File: src/rtl/alu_seq_if.sv
// Request/response bundle between the execute-stage operand muxes and alu_seq.
// The master drives the request side; the slave (alu_seq) returns result and flags.
interface alu_seq_if #(
  parameter int WIDTH = 32
);
  logic             start;
  logic [3:0]       ALUCtl;
  logic [WIDTH-1:0] OP1;
  logic [WIDTH-1:0] OP2;
  logic [WIDTH-1:0] Res;
  logic             ZF;
  logic             CF;
  logic             OF;
  logic             ERR;
  logic             busy;
  logic             done;

  modport master (
    output start, ALUCtl, OP1, OP2,
    input  Res, ZF, CF, OF, ERR, busy, done
  );

  modport slave (
    input  start, ALUCtl, OP1, OP2,
    output Res, ZF, CF, OF, ERR, busy, done
  );
endinterface

File: src/rtl/alu_seq.sv
// Registered execute-stage ALU: single-cycle logic/arith/shift ops plus an
// iterative shift-add multiply, launched with a start/busy/done handshake.
module alu_seq #(
  parameter int WIDTH = 32
) (
  input logic      clk,
  input logic      rst,
  alu_seq_if.slave bus
);
  localparam int SHW = $clog2(WIDTH);

  localparam logic [0:0] S_IDLE = 1'b0;
  localparam logic [0:0] S_MUL  = 1'b1;

  localparam logic [3:0] OP_AND  = 4'b0000;
  localparam logic [3:0] OP_OR   = 4'b0001;
  localparam logic [3:0] OP_ADD  = 4'b0010;
  localparam logic [3:0] OP_NOP  = 4'b0011;
  localparam logic [3:0] OP_SUB  = 4'b0110;
  localparam logic [3:0] OP_SLT  = 4'b0111;
  localparam logic [3:0] OP_SLTU = 4'b1000;
  localparam logic [3:0] OP_XOR  = 4'b1001;
  localparam logic [3:0] OP_NOR  = 4'b1010;
  localparam logic [3:0] OP_MUL  = 4'b1011;
  localparam logic [3:0] OP_SLL  = 4'b1100;
  localparam logic [3:0] OP_SRL  = 4'b1101;
  localparam logic [3:0] OP_SRA  = 4'b1110;

  localparam logic [SHW-1:0] CNT_LAST = SHW'(WIDTH - 1);

  typedef struct packed {
    logic             ok;
    logic [WIDTH-1:0] res;
    logic             cf;
    logic             of;
  } alu_out_t;

  // Single-cycle operations; ok=0 flags an opcode this function does not handle.
  function automatic alu_out_t alu_single(input logic [3:0]       op,
                                          input logic [WIDTH-1:0] a,
                                          input logic [WIDTH-1:0] b);
    alu_out_t                o;
    logic [WIDTH:0]          sum;
    logic signed [WIDTH-1:0] sa;
    logic signed [WIDTH-1:0] sb;
    logic [SHW-1:0]          sh;
    o      = '0;
    o.ok   = 1'b1;
    sa     = a;
    sb     = b;
    sh     = b[SHW-1:0];
    sum    = '0;
    case (op)
      OP_AND:  o.res = a & b;
      OP_OR:   o.res = a | b;
      OP_XOR:  o.res = a ^ b;
      OP_NOR:  o.res = ~(a | b);
      OP_ADD: begin
        sum   = {1'b0, a} + {1'b0, b};
        o.res = sum[WIDTH-1:0];
        o.cf  = sum[WIDTH];
        o.of  = (a[WIDTH-1] == b[WIDTH-1]) && (sum[WIDTH-1] != a[WIDTH-1]);
      end
      OP_SUB: begin
        // CF is the inverted borrow of a + ~b + 1
        sum   = {1'b0, a} + {1'b0, ~b} + {{WIDTH{1'b0}}, 1'b1};
        o.res = sum[WIDTH-1:0];
        o.cf  = sum[WIDTH];
        o.of  = (a[WIDTH-1] != b[WIDTH-1]) && (sum[WIDTH-1] != a[WIDTH-1]);
      end
      OP_SLT:  o.res = {{(WIDTH-1){1'b0}}, (sa < sb)};
      OP_SLTU: o.res = {{(WIDTH-1){1'b0}}, (a < b)};
      OP_SLL:  o.res = a << sh;
      OP_SRL:  o.res = a >> sh;
      OP_SRA:  o.res = sa >>> sh;
      default: o.ok  = 1'b0;
    endcase
    return o;
  endfunction

  logic [0:0]       state_q, state_d;
  logic [SHW-1:0]   cnt_q, cnt_d;
  logic [WIDTH-1:0] acc_q, acc_d;
  logic [WIDTH-1:0] mcand_q, mcand_d;
  logic [WIDTH-1:0] mplier_q, mplier_d;
  logic [WIDTH-1:0] res_q, res_d;
  logic             zf_q, zf_d;
  logic             cf_q, cf_d;
  logic             of_q, of_d;
  logic             err_q, err_d;
  logic             done_q, done_d;

  alu_out_t         alu_r;
  logic [WIDTH-1:0] mul_acc_nx;

  assign alu_r      = alu_single(bus.ALUCtl, bus.OP1, bus.OP2);
  assign mul_acc_nx = acc_q + (mplier_q[0] ? mcand_q : '0);

  always_comb begin
    state_d  = state_q;
    cnt_d    = cnt_q;
    acc_d    = acc_q;
    mcand_d  = mcand_q;
    mplier_d = mplier_q;
    res_d    = res_q;
    zf_d     = zf_q;
    cf_d     = cf_q;
    of_d     = of_q;
    err_d    = err_q;
    done_d   = 1'b0;
    case (state_q)
      S_IDLE: begin
        if (bus.start) begin
          if (bus.ALUCtl == OP_MUL) begin
            state_d  = S_MUL;
            cnt_d    = '0;
            acc_d    = '0;
            mcand_d  = bus.OP1;
            mplier_d = bus.OP2;
          end else if (bus.ALUCtl == OP_NOP) begin
            done_d = 1'b1;
          end else begin
            res_d  = alu_r.ok ? alu_r.res : '0;
            cf_d   = alu_r.ok & alu_r.cf;
            of_d   = alu_r.ok & alu_r.of;
            err_d  = ~alu_r.ok;
            zf_d   = (res_d == '0);
            done_d = 1'b1;
          end
        end
      end
      default: begin
        // One multiplier bit consumed per edge; the last edge writes the result
        if (cnt_q == CNT_LAST) begin
          state_d = S_IDLE;
          res_d   = mul_acc_nx;
          zf_d    = (mul_acc_nx == '0);
          cf_d    = 1'b0;
          of_d    = 1'b0;
          err_d   = 1'b0;
          done_d  = 1'b1;
        end else begin
          cnt_d    = cnt_q + 1'b1;
          acc_d    = mul_acc_nx;
          mcand_d  = mcand_q << 1;
          mplier_d = mplier_q >> 1;
        end
      end
    endcase
  end

  always_ff @(posedge clk) begin
    if (rst) begin
      state_q <= S_IDLE;
      cnt_q   <= '0;
      res_q   <= '0;
      zf_q    <= 1'b1;
      cf_q    <= 1'b0;
      of_q    <= 1'b0;
      err_q   <= 1'b0;
      done_q  <= 1'b0;
    end else begin
      state_q <= state_d;
      cnt_q   <= cnt_d;
      res_q   <= res_d;
      zf_q    <= zf_d;
      cf_q    <= cf_d;
      of_q    <= of_d;
      err_q   <= err_d;
      done_q  <= done_d;
    end
  end

  always_ff @(posedge clk) begin
    acc_q    <= acc_d;
    mcand_q  <= mcand_d;
    mplier_q <= mplier_d;
  end

  assign bus.Res  = res_q;
  assign bus.ZF   = zf_q;
  assign bus.CF   = cf_q;
  assign bus.OF   = of_q;
  assign bus.ERR  = err_q;
  assign bus.done = done_q;
  assign bus.busy = (state_q == S_MUL);
endmodule

File: src/flat_wrapper.sv
// flat-port wrapper written by rule: the top's interface ports become plain ports
module alu_seq_flat 
#(
  parameter int WIDTH = 32
)
  (clk, rst, bus_start, bus_ALUCtl, bus_OP1, bus_OP2, bus_Res, bus_ZF, bus_CF, bus_OF, bus_ERR, bus_busy, bus_done);
  alu_seq_if #(.WIDTH(WIDTH)) bus_i ();
  input logic clk;
  input logic rst;
  input wire logic [$bits(bus_i.start)-1:0] bus_start;
  input wire logic [$bits(bus_i.ALUCtl)-1:0] bus_ALUCtl;
  input wire logic [$bits(bus_i.OP1)-1:0] bus_OP1;
  input wire logic [$bits(bus_i.OP2)-1:0] bus_OP2;
  output wire logic [$bits(bus_i.Res)-1:0] bus_Res;
  output wire logic [$bits(bus_i.ZF)-1:0] bus_ZF;
  output wire logic [$bits(bus_i.CF)-1:0] bus_CF;
  output wire logic [$bits(bus_i.OF)-1:0] bus_OF;
  output wire logic [$bits(bus_i.ERR)-1:0] bus_ERR;
  output wire logic [$bits(bus_i.busy)-1:0] bus_busy;
  output wire logic [$bits(bus_i.done)-1:0] bus_done;
  assign bus_i.start = bus_start;
  assign bus_i.ALUCtl = bus_ALUCtl;
  assign bus_i.OP1 = bus_OP1;
  assign bus_i.OP2 = bus_OP2;
  assign bus_Res = bus_i.Res;
  assign bus_ZF = bus_i.ZF;
  assign bus_CF = bus_i.CF;
  assign bus_OF = bus_i.OF;
  assign bus_ERR = bus_i.ERR;
  assign bus_busy = bus_i.busy;
  assign bus_done = bus_i.done;
  alu_seq #(.WIDTH(WIDTH)) u_core (.clk(clk), .rst(rst), .bus(bus_i));
endmodule
File: config.mk
export PLATFORM = sky130hd
export DESIGN_NAME = alu_seq_flat
export DESIGN_NICKNAME = d
export VERILOG_FILES = /design/src/rtl/alu_seq_if.sv /design/src/rtl/alu_seq.sv /design/src/flat_wrapper.sv
export SDC_FILE = /design/constraint.sdc
export NUM_CORES = 1
export LEC_CHECK = 0
export ABC_AREA = 0
export CORE_AREA = 2 2 147 221
export CTS_BUF_LIST = sky130_fd_sc_hd__clkbuf_8 sky130_fd_sc_hd__clkbuf_16
export DETAILED_ROUTE_END_ITERATION = 10
export DIE_AREA = 0 0 149 223
export PLACE_DENSITY = 0.79
export SLEW_MARGIN = 15
export SYNTH_ARGS = -nofsm -noshare
export SYNTH_HDL_FRONTEND = slang
export SYNTH_SLANG_ARGS = --single-unit
export TNS_END_PERCENT = 5
File: constraint.sdc
create_clock -name clk -period 10.4 [get_ports clk]
set_clock_uncertainty 0.05 [all_clocks]
set_input_delay 1.56 -clock clk [delete_from_list [all_inputs] [get_ports clk]]
set_output_delay 1.56 -clock clk [all_outputs]
set_load 0.03 [all_outputs]
# Yosys cells after proc, flatten, opt, wreduce, memory -nomap -nowiden
# Index checks and enable logic that the tools add are counted.
# Widths: inputs -> output; s select.
[op_classes] addsub=5 order_cmp=2 eq_ne=21 n_shift=3 n_mux=52 bitwise=8 reduce_logical=10
[op_table] operator="$mux 32" count=19
[op_table] operator="$pmux 32 s11" count=1
[op_table] operator="$add 32x32->33" count=2
[op_table] operator="$logic_not 32->1" count=2
[op_table] operator="$lt 32x32->1" count=2
[op_table] operator="$not 32->32" count=2
[op_table] operator="$add 33x1->33 const B" count=1
[op_table] operator="$add 32x32->32" count=1
[op_table] operator="$and 32x32->32" count=1
[op_table] operator="$or 32x32->32" count=1
[op_table] operator="$shl 32x5->32" count=1
[op_table] operator="$shr 32x5->32" count=1
[op_table] operator="$sshr 32x5->32" count=1
[op_table] operator="$xor 32x32->32" count=1
[op_table] operator="$eq 4x4->1 const B" count=7
[op_table] operator="$mux 1" count=27
[op_table] operator="$mux 5" count=4
[op_table] operator="$reduce_or 11->1" count=1
[op_table] operator="$eq 4x2->1 const B" count=2
[op_table] operator="$eq 4x3->1 const B" count=2
[op_table] operator="$add 5x1->5 const B" count=1
[op_table] operator="$eq 5x5->1 const B" count=1
[op_table] operator="$eq 4x1->1 const B" count=1
[op_table] operator="$logic_not 4->1" count=1
[op_table] operator="11 further kinds" count=18
[totals] regBits=139 inputBits=71 out_inout_bits=38 wordCells=112

# Longest topological paths before layout
# Gate-level depths: netlist (run 1).
[depth] ltp_word=11 depth_mapped=18 depth_no_buf=15

# Worst setup path after synthesis (run 1)
# OpenSTA, ideal clock, no wires.
[synth_timing] kind="input port to flip-flop" from="input bus_ALUCtl[3]" to="register u_core.acc_q[0] (enable)" setup_time_ps=449 arrival_ps=4940 required_ps=9901 path_slack_ps=4961 stages=9 path_buffers=5 cell_sequence="buf_2 -> buf_2 -> clkbuf_1 -> buf_2 -> buf_2 -> nand2_1 -> nor3b_1 -> nor2_1 -> inv_1"
[synth_between] elab_chain_len=3
[synth_lines] element="start: declaration" line_no="flat_wrapper.sv:11" rtl="input wire logic [$bits(bus_i.ALUCtl)-1:0] bus_ALUCtl;"
[synth_lines] element="$eq 4x4->1" line_no="alu_seq.sv:114" rtl="if (bus.ALUCtl == OP_MUL) begin"
[synth_lines] element="$reduce_bool 2->1 (no source line)"
[synth_lines] element="$reduce_and 3->1 (no source line)"
[synth_lines] element="end signal: assignment" line_no="alu_seq.sv:175" rtl="acc_q <= acc_d;"
[synth_lines] element="end: declaration" line_no="alu_seq.sv:83" rtl="logic [WIDTH-1:0] acc_q, acc_d;"
# Every way passes these cells.
# A chain may end at the register's enable or synchronous reset.

# Final worst setup path (run 1)
[layout_timing] from="input bus_OP2[4]" to="register u_core.zf_q (netlist: u_core.bus.ZF)"
[layout_between] elab_chain_len=10 elab_cells_between_ends=20 cone_classes="add/sub: 3; order compare: 2; shift: 3; mux: 6; bitwise: 5; reduce/logical: 1"
[layout_lines] element="start: declaration" line_no="flat_wrapper.sv:13" rtl="input wire logic [$bits(bus_i.OP2)-1:0] bus_OP2;"
[layout_lines] element="$not 32->32" line_no="alu_seq.sv:66" rtl="sum = {1'b0, a} + {1'b0, ~b} + {{WIDTH{1'b0}}, 1'b1};"
[layout_lines] element="$add 32x32->33" line_no="alu_seq.sv:66"
[layout_lines] element="$add 33x1->33" line_no="alu_seq.sv:66"
[layout_lines] element="$pmux 32 s11 (*)" line_no="alu_seq.sv:53" rtl="case (op)"
[layout_lines] element="$mux 32 (*)" line_no="alu_seq.sv:123" rtl="res_d = alu_r.ok ? alu_r.res : '0;"
[layout_lines] element="$logic_not 32->1 (*)" line_no="alu_seq.sv:127" rtl="zf_d = (res_d == '0);"
[layout_lines] element="$mux 1 (*)" line_no="alu_seq.sv:120" rtl="end else if (bus.ALUCtl == OP_NOP) begin"
[layout_lines] element="$mux 1 (*)" line_no="alu_seq.sv:114"
[layout_lines] element="$mux 1 (*)" line_no="alu_seq.sv:113" rtl="if (bus.start) begin"
[layout_lines] element="$mux 1 (*)" line_no="alu_seq.sv:111" rtl="case (state_q)"
[layout_lines] element="end signal: assignment" line_no="alu_seq.sv:166" rtl="zf_q <= zf_d;"
[layout_lines] element="end: declaration" line_no="alu_seq.sv:87" rtl="logic zf_q, zf_d;"
# Mark *: on every way between the ends. The rest lies on a longest branch, timed or not. The select of a mux whose other input is x is not followed.

==> results of run 1 <==
[logic make-up (layout without fill, tap and decap cells)]
group	after synthesis	count (layout)
AOI/OAI and AO/OA	748	748
and+or+nand+nor	830	830
xor gates and xnor gates	47	47
buffers and inverters	299	297
DFF	139	139
adders and majority gates	140	140
muxes	164	164
[metrics by stage]
stage | utilization [%] | hold slack, ns | cell area, µm²
finish | 64.3 | 0.406 | 20200
global route | 64.3 | 0.420 | 20200
CTS | 64.3 | 0.407 | 20200
detailed placement | 62.4 | 0.396 | 19600
global placement | 62.4 | 0.390 | 19600
floorplan | - | 0.422 | 18500
[registers in the layout, indices dropped and copies added (netlist names)]
register and count:
u_core.acc_q 32, u_core.bus.CF 1, u_core.bus.ERR 1, u_core.bus.OF 1, u_core.bus.Res 32, u_core.bus.ZF 1
u_core.bus.busy 1, u_core.bus.done 1, u_core.cnt_q 5, u_core.mcand_q 32, u_core.mplier_q 32
[worst max-delay path, delay by kind of cell]
| family | cells | cell delay, ns |
|---|---|---|
| xor gates and xnor gates | 1 | 0.18 |
| buffers and inverters | 4 | 1.14 |
| adders and majority gates | 1 | 0.61 |
| AOI/OAI and AO/OA | 5 | 1.74 |
| and+or+nand+nor | 5 | 1.55 |
[final timing paths]
path         cells after the start  slack, ns            endpoint                from
max                             16       3.90       u_core.bus.ZF          bus_OP2[4]
min                              2       0.41  u_core.bus.Res[30]  u_core.bus.Res[30]
max reg2reg                     15       5.37       u_core.bus.ZF  u_core.mplier_q[0]
min reg2reg                      2       0.41  u_core.bus.Res[30]  u_core.bus.Res[30]
[where the power goes]
| group | internal, µW | switching, µW |
|---|---|---|
| Clock | 377 | 265 |
| Combinational | 292 | 573 |
| Sequential | 612 | 11.8 |
| Total | 1280 | 850 |
[synth_stat cells, types with 13 or more instances]
library cell  instances  area (µm²)
a211oi_1             51         383
a21o_1               24         180
a21oi_1             159         796
a221o_1              13         130
a22oi_1              27         203
a31oi_1              20         125
and2_1               66         413
and3_1               17         106
buf_1                16        60.1
buf_2                40         200
clkbuf_1            114         428
dfxtp_1              43         861
edfxtp_1             96        2880
ha_1                137        1710
inv_1               110         413
mux2_2               32         360
mux2i_1              96         961
mux4_2               30         676
nand2_1             224         841
nand2b_1             39         244
nand3_1              42         210
nand4_1              20         125
nor2_1              214         803
nor2b_1              30         188
nor3_1               65         325
nor4_1               35         219
o211ai_1             37         278
o21ai_0             161         806
o221ai_1             19         166
o22ai_1              24         150
o31a_1               14         123
o31ai_1              26         195
or2_2                16         100
or3_1                17         106
xnor2_1              37         324
[area by class of cell]
cell class	count	area, µm²
Fill cell	2729	11200
Tap cell	410	513
Sequential cell	139	3750
Inverter	116	438
Clock inverter	15	175
Multi-Input combinational cell	1929	13600
Timing Repair Buffer	149	1370
Clock buffer	17	425
[per-layer routing]
metal	GRT usage (%)	vias up	wire length [µm]
met4	38.1	6	8540
met3	10.2	507	9090
met2	78.7	1691	38000
met1	58.9	9742	29600
met5	0	-	66
li1	-	8853	-
==> metrics.md, run 1 <==
| Metric | Value |
|---|---|
| WP data arrival | 6.82 ns |
| Layout area overhead | 9.33% |
| Die area | 33200 µm² |
| Post-layout min period | 6.50 ns |
| Setup repair bufs after CTS | 0 |
| Kind of end point of the critical path | register |
| Layout cell share with drive strength beyond 1 | 7.48% |
| Critical path, cell by cell | clkdlybuf4s50_1 > buf_4 > inv_1 > buf_4 > ha_1 > nand2_1 > nor4_1 > nor4_1 > o31ai_1 > a31oi_1 > xnor2_1 > a211oi_1 > o211ai_1 > nor4_1 > nand4b_1 > o21ai_1 |
| DRC | 0 |
| Gate Count Post-Synth | 2367 |
| Antenna Violating Nets Remaining | 0 |
| Pin slew with the least headroom to its limit | between 1 and 1.5 ns |
| Pre-antenna DRT Iters | 6 |
| CTS resizes | 0 |
| Mux cell area share after synthesis | 11.6% |
| Pre-CTS setup slack | 3.79 ns |
| Slew margin rel. | 17.1% |
| Gp weighted congestion | around 1.1 |
| Largest net degree at the start of global routing | 86 |
| Crit path kind | input pin to register |
| Diodes inserted | 0 |
| First-pass GRT wire length | roughly 120000 µm |
| Netlist cell types | 93 |
| Startpoint Class | input pin |
| Hold Crit Class | register to register |
| Number of enable flip-flop cells after synthesis | 96 |
| Slew Viols, Final | 0 |
| Clk pin slew, worst setup/hold paths | 0.06 ns |
| Worst skew pair latency | about 0.45 ns |
| Htree depth | 4 |
| Placed instance count | 2743 |
| Part of the cycle the worst path needs | 62.5% |
| Commonest non-fill, non-tap cell in the layout | nand2_1 |
| Final setup viols | 0 |
| Syn_nets | roughly 2600 |
| Drt via density | between 7 and 8 |
| FP Rows | 80 |
| Nets | around 2600 |
| Register area share after synthesis | 20.2% |
| Largest family of logic cells by synthesized area | compound AO/OA/AOI/OAI gates |
| Primary FF master, synth | edfxtp_1 |
| Synth Area in XOR/XNOR | 2.23% |
| # clock sinks | 139 |
| Die height | 223 µm |
| CTS tree | done |
| Final hold vios | 0 |
| Synthesis Warnings | 0 |
| Core Area | 31400 µm² |
| CP required | 10.72 ns |
| Max incr delay on CP | 0.83 ns |
| Setup TNS Final | 0 ns |
| Power Density | approximately 110 nW/µm² |
| Vias in the first global route | a little under 20000 |
| Dpl hpwl | 64700 µm |
| Simple-gate share of the synthesized area | 22.0% |
| Total Wirelength | 85300 µm |
| Seq cells post-synth | approximately 140 |
| Via count | 20800 |
| Post-Syn Area per Cell | about 8 µm² |
| GR Overflow Total | 0 |
| Commonest non-fill, non-tap cells in the layout | 224 x nand2_1, 214 x nor2_1, 161 x o21ai_0, 159 x a21oi_1, 137 x ha_1 |
| Initial antenna violation count | 2 |
| Starting density of the core | between 50% and 60% |
| Synth Area in Compound Gates | 27.6% |
| Layout Cells excl Fill | 2775 |
| Slowest CP cell | o31ai_1 |
| Max Clock Freq | 0.154 GHz |
| RSZ-0062 raised after global routing | false |
| Total power | 2130 µW |
| Worst IR drop on VDD | about 0.12 mV |
| Max-cap violation count | 0 |
| Die width | between 100 and 150 µm |
| FFs w/ async S/R, synth | 0% |
| Leak | between 0.007 and 0.008 µW |
| Gr usage total | 49.8% |
| Worst Path Max Fanout | 30 |
| CTS hold repair buffers | 0 |
| Ports | 109 |
| Adder-Cell Fraction of Synth Area | 9.59% |
| WL per Instance | 30.7 µm |
| CP most frequent cell | nor4_1 |
| Status | complete, no violations |
| I/O Buffers | 108 |
| Setup ws final | 3.90 ns |
| Max Root-Sink Buffers | 2 |
| Clock root buffer | clkbuf_16 |
| Iter 0 DRT Violations | 3221 |
| Mapped cell area | ~18000 µm² |
| CTS Buf Count | 17 |
No activity file was read; power rests on OpenSTA's default activity.
==> run 2: changes to the inputs <==
--- a/config.mk
+++ b/config.mk
@@ -6,10 +6,10 @@
 export NUM_CORES = 1
 export LEC_CHECK = 0
 export ABC_AREA = 0
-export CORE_AREA = 2 2 147 221
+export CORE_AREA = 2 2 151 226
 export CTS_BUF_LIST = sky130_fd_sc_hd__clkbuf_8 sky130_fd_sc_hd__clkbuf_16
 export DETAILED_ROUTE_END_ITERATION = 10
-export DIE_AREA = 0 0 149 223
+export DIE_AREA = 0 0 153 228
 export PLACE_DENSITY = 0.79
 export SLEW_MARGIN = 15
 export SYNTH_ARGS = -nofsm -noshare
==> constraint.sdc (replaced) <==
create_clock -name clk -period 5.3 [get_ports clk]
set_clock_uncertainty 0.05 [all_clocks]
set_input_delay 0.795 -clock clk [delete_from_list [all_inputs] [get_ports clk]]
set_output_delay 0.795 -clock clk [all_outputs]
set_load 0.03 [all_outputs]
==> metrics.md, run 2 (same netlist as run 1, synthesis figures left out) <==
| Metric | Value |
|---|---|
| Status | complete, no violations |
| Post-layout min period | 4.97 ns |
| Kind of end point of the critical path | register |
| CTS resizes | 0 (unchanged) |
| Starting density of the core | 55.8% (-3.0 points) |
| Commonest non-fill, non-tap cells in the layout | 224 x nand2_1, 214 x nor2_1, 165 x buf_4, 161 x o21ai_0, 159 x a21oi_1 |
| Max incr delay on CP | 0.63 ns (-0.20 ns) |
| RSZ-0062 raised after global routing | false |
| Levels on crit path | 16 (unchanged) |
| Slew Viols, Final | 0 (unchanged) |
| Setup TNS Final | 0 ns (unchanged) |
| CTS tree | done |
| Largest net degree at the start of global routing | 93 (+8.1%) |
| Hold WS | 0.402 ns (-0.00426 ns) |
| FF/Latch Area | 3750 µm² (unchanged) |
| Antenna Violating Nets Remaining | 0 (unchanged) |
| Fill count | 2846 (+4.3%) |
| Initial antenna violation count | 0 (-2) |
| Max-cap violation count | 0 (unchanged) |
| Core Area | 33100 µm² (+5.4%) |
| Critical path, cell by cell | clkdlybuf4s50_1 > ha_1 > inv_1 > fa_1 > nand2b_1 > a32oi_1 > o22ai_1 > a221o_1 > nor4_2 > nand4_1 > nor4_1 > buf_4 > nand4_1 > nor4_1 > nand4b_1 > o21ai_1 |
| Final setup viols | 0 (unchanged) |
| Setup repair bufs after CTS | 0 (unchanged) |
| Layout area overhead | 14.9% |
| Via count | 21200 (+1.8%) |
| Power Density | 202 nW/µm² (+91%) |
| Worst IR drop on VDD | 0.209 mV (+81%) |
| First-pass GRT wire length | 129000 µm (+4.1%) |
| Max Root-Sink Buffers | 2 (unchanged) |
| CTS Buf Count | 17 (unchanged) |
| Iter 0 DRT Violations | 3291 (+2.2%) |
| Pre-antenna DRT Iters | 9 (+3) |
| Drt via density | 7.27 (-3.0%) |
| CTS hold repair buffers | 0 (unchanged) |
| Worst skew pair latency | 0.47 ns (+0.02 ns) |
| Footprint of the multi-input gates | 13600 µm² (about the same) |
| Startpoint Class | input pin |
| Slew margin rel. | 24.5% (+7.4 points) |
| Critical path buffers and inverters | 3 (-1) |
| Clock root buffer | clkbuf_16 |
| Hold path depth | 2 (unchanged) |
| FP Rows | 82 (+2.5%) |
| Layout cell share with drive strength beyond 1 | 12.3% (+4.8 points) |
| CP required | 5.62 ns (-5.10 ns) |
| Crit path max-delay family | simple AND/OR/NAND/NOR gates |
| Total Wirelength | 88100 µm (+3.2%) |
| Max Clock Freq | ~0.20 GHz |
| Dpl hpwl | 69800 µm (+7.8%) |
| Pin slew with the least headroom to its limit | 1.12 ns (-0.0884 ns) |
| # clock sinks | 139 (unchanged) |
| Ports | 109 (unchanged) |
| Worst Path Max Fanout | 7 (-77%) |
| Die width | 153 µm (+2.7%) |
| Crit path kind | input pin to register |
| Final hold vios | 0 (unchanged) |
| Hold Crit Class | register to register |
| Die height | 228 µm (+2.2%) |
| Gp weighted congestion | 1.13 (+2.2%) |
| R2r worst-path depth | 14 (-1) |
| WL per Instance | 30.2 µm (-1.7%) |
| DRC | 0 (unchanged) |
| Part of the cycle the worst path needs | between 90% and 100% |
| Htree depth | 4 (unchanged) |
| Die area | 34900 µm² (+5.0%) |
| WP data arrival | 5.30 ns (-1.52 ns) |
| Commonest non-fill, non-tap cell in the layout | nand2_1 |
| Clk pin slew, worst setup/hold paths | 0.06 ns (about the same) |
| Vias in the first global route | 20500 (+4.2%) |
| Nets | 2691 (+5.0%) |
| Leak | 0.00848 µW (+8.1%) |
| Gr usage total | 48.8% (-0.97 points) |
| Slowest CP cell | clkdlybuf4s50_1 |
| I/O Buffers | 108 (unchanged) |
| GR Overflow Total | 0 (unchanged) |
-- run 2: layer usage --
metal / track usage (%) / share of wire (%)
met2: 80.4 / 46
met4: 36.6 / 9.1
met3: 9.80 / 10
met1: 55.7 / 34
met5: 0 / 0
-- run 2: where the power goes --
part / internal, µW / switching, µW
logic: 663 / 1150
registers: 1200 / 23.1
clock network: 705 / 549
-- run 2: per-stage QoR --
| stage | area, µm² | cells | total power [µW] | utilization [%] | setup slack [ns] |
|---|---|---|---|---|---|
| finish | 21300 | 2914 | 4290 | 64.1 | 0.326 |
| global route | 21300 | 2913 | 4400 | 64.1 | 0.137 |
| CTS | 21200 | 2913 | 4200 | 64.1 | 0.263 |
| detailed placement | 20700 | 2881 | 2970 | 62.3 | -0.202 |
| global placement | 20700 | 2881 | 2960 | 62.3 | -0.0981 |
| floorplan | 18500 | 2367 | 2280 | - | 0.626 |
-- run 2: worst reg2reg max path: cells and delay by family (launching register included) --
family / cells / cell delay, ns
flops: 1 / 0.43
simple gates: 3 / 0.50
buf+inv: 1 / 0.25
fa+ha+maj: 1 / 0.38
compound gates: 8 / 2.46
xor+xnor: 1 / 0.26
-- run 2: layout make-up --
class / instances / area share (%)
Clock buffer: 19 / 2.24
Tap cell: 420 / 2.47
Timing Repair Buffer: 277 / 11.3
Sequential cell: 139 / 17.6
Antenna cell: 1 / 0.0118
Inverter: 116 / 2.06
Clock inverter: 13 / 0.524
Multi-Input combinational cell: 1929 / 63.8
-- run 2: worst paths after layout --
path	from	endpoint	slack (ns)
hold / removal	u_core.bus.Res[14]	u_core.bus.Res[14]	0.40
setup reg to reg	u_core.mplier_q[0]	u_core.bus.ZF	0.85
setup / recovery	bus_OP1[0]	u_core.bus.ZF	0.33
hold reg to reg	u_core.bus.Res[14]	u_core.bus.Res[14]	0.40
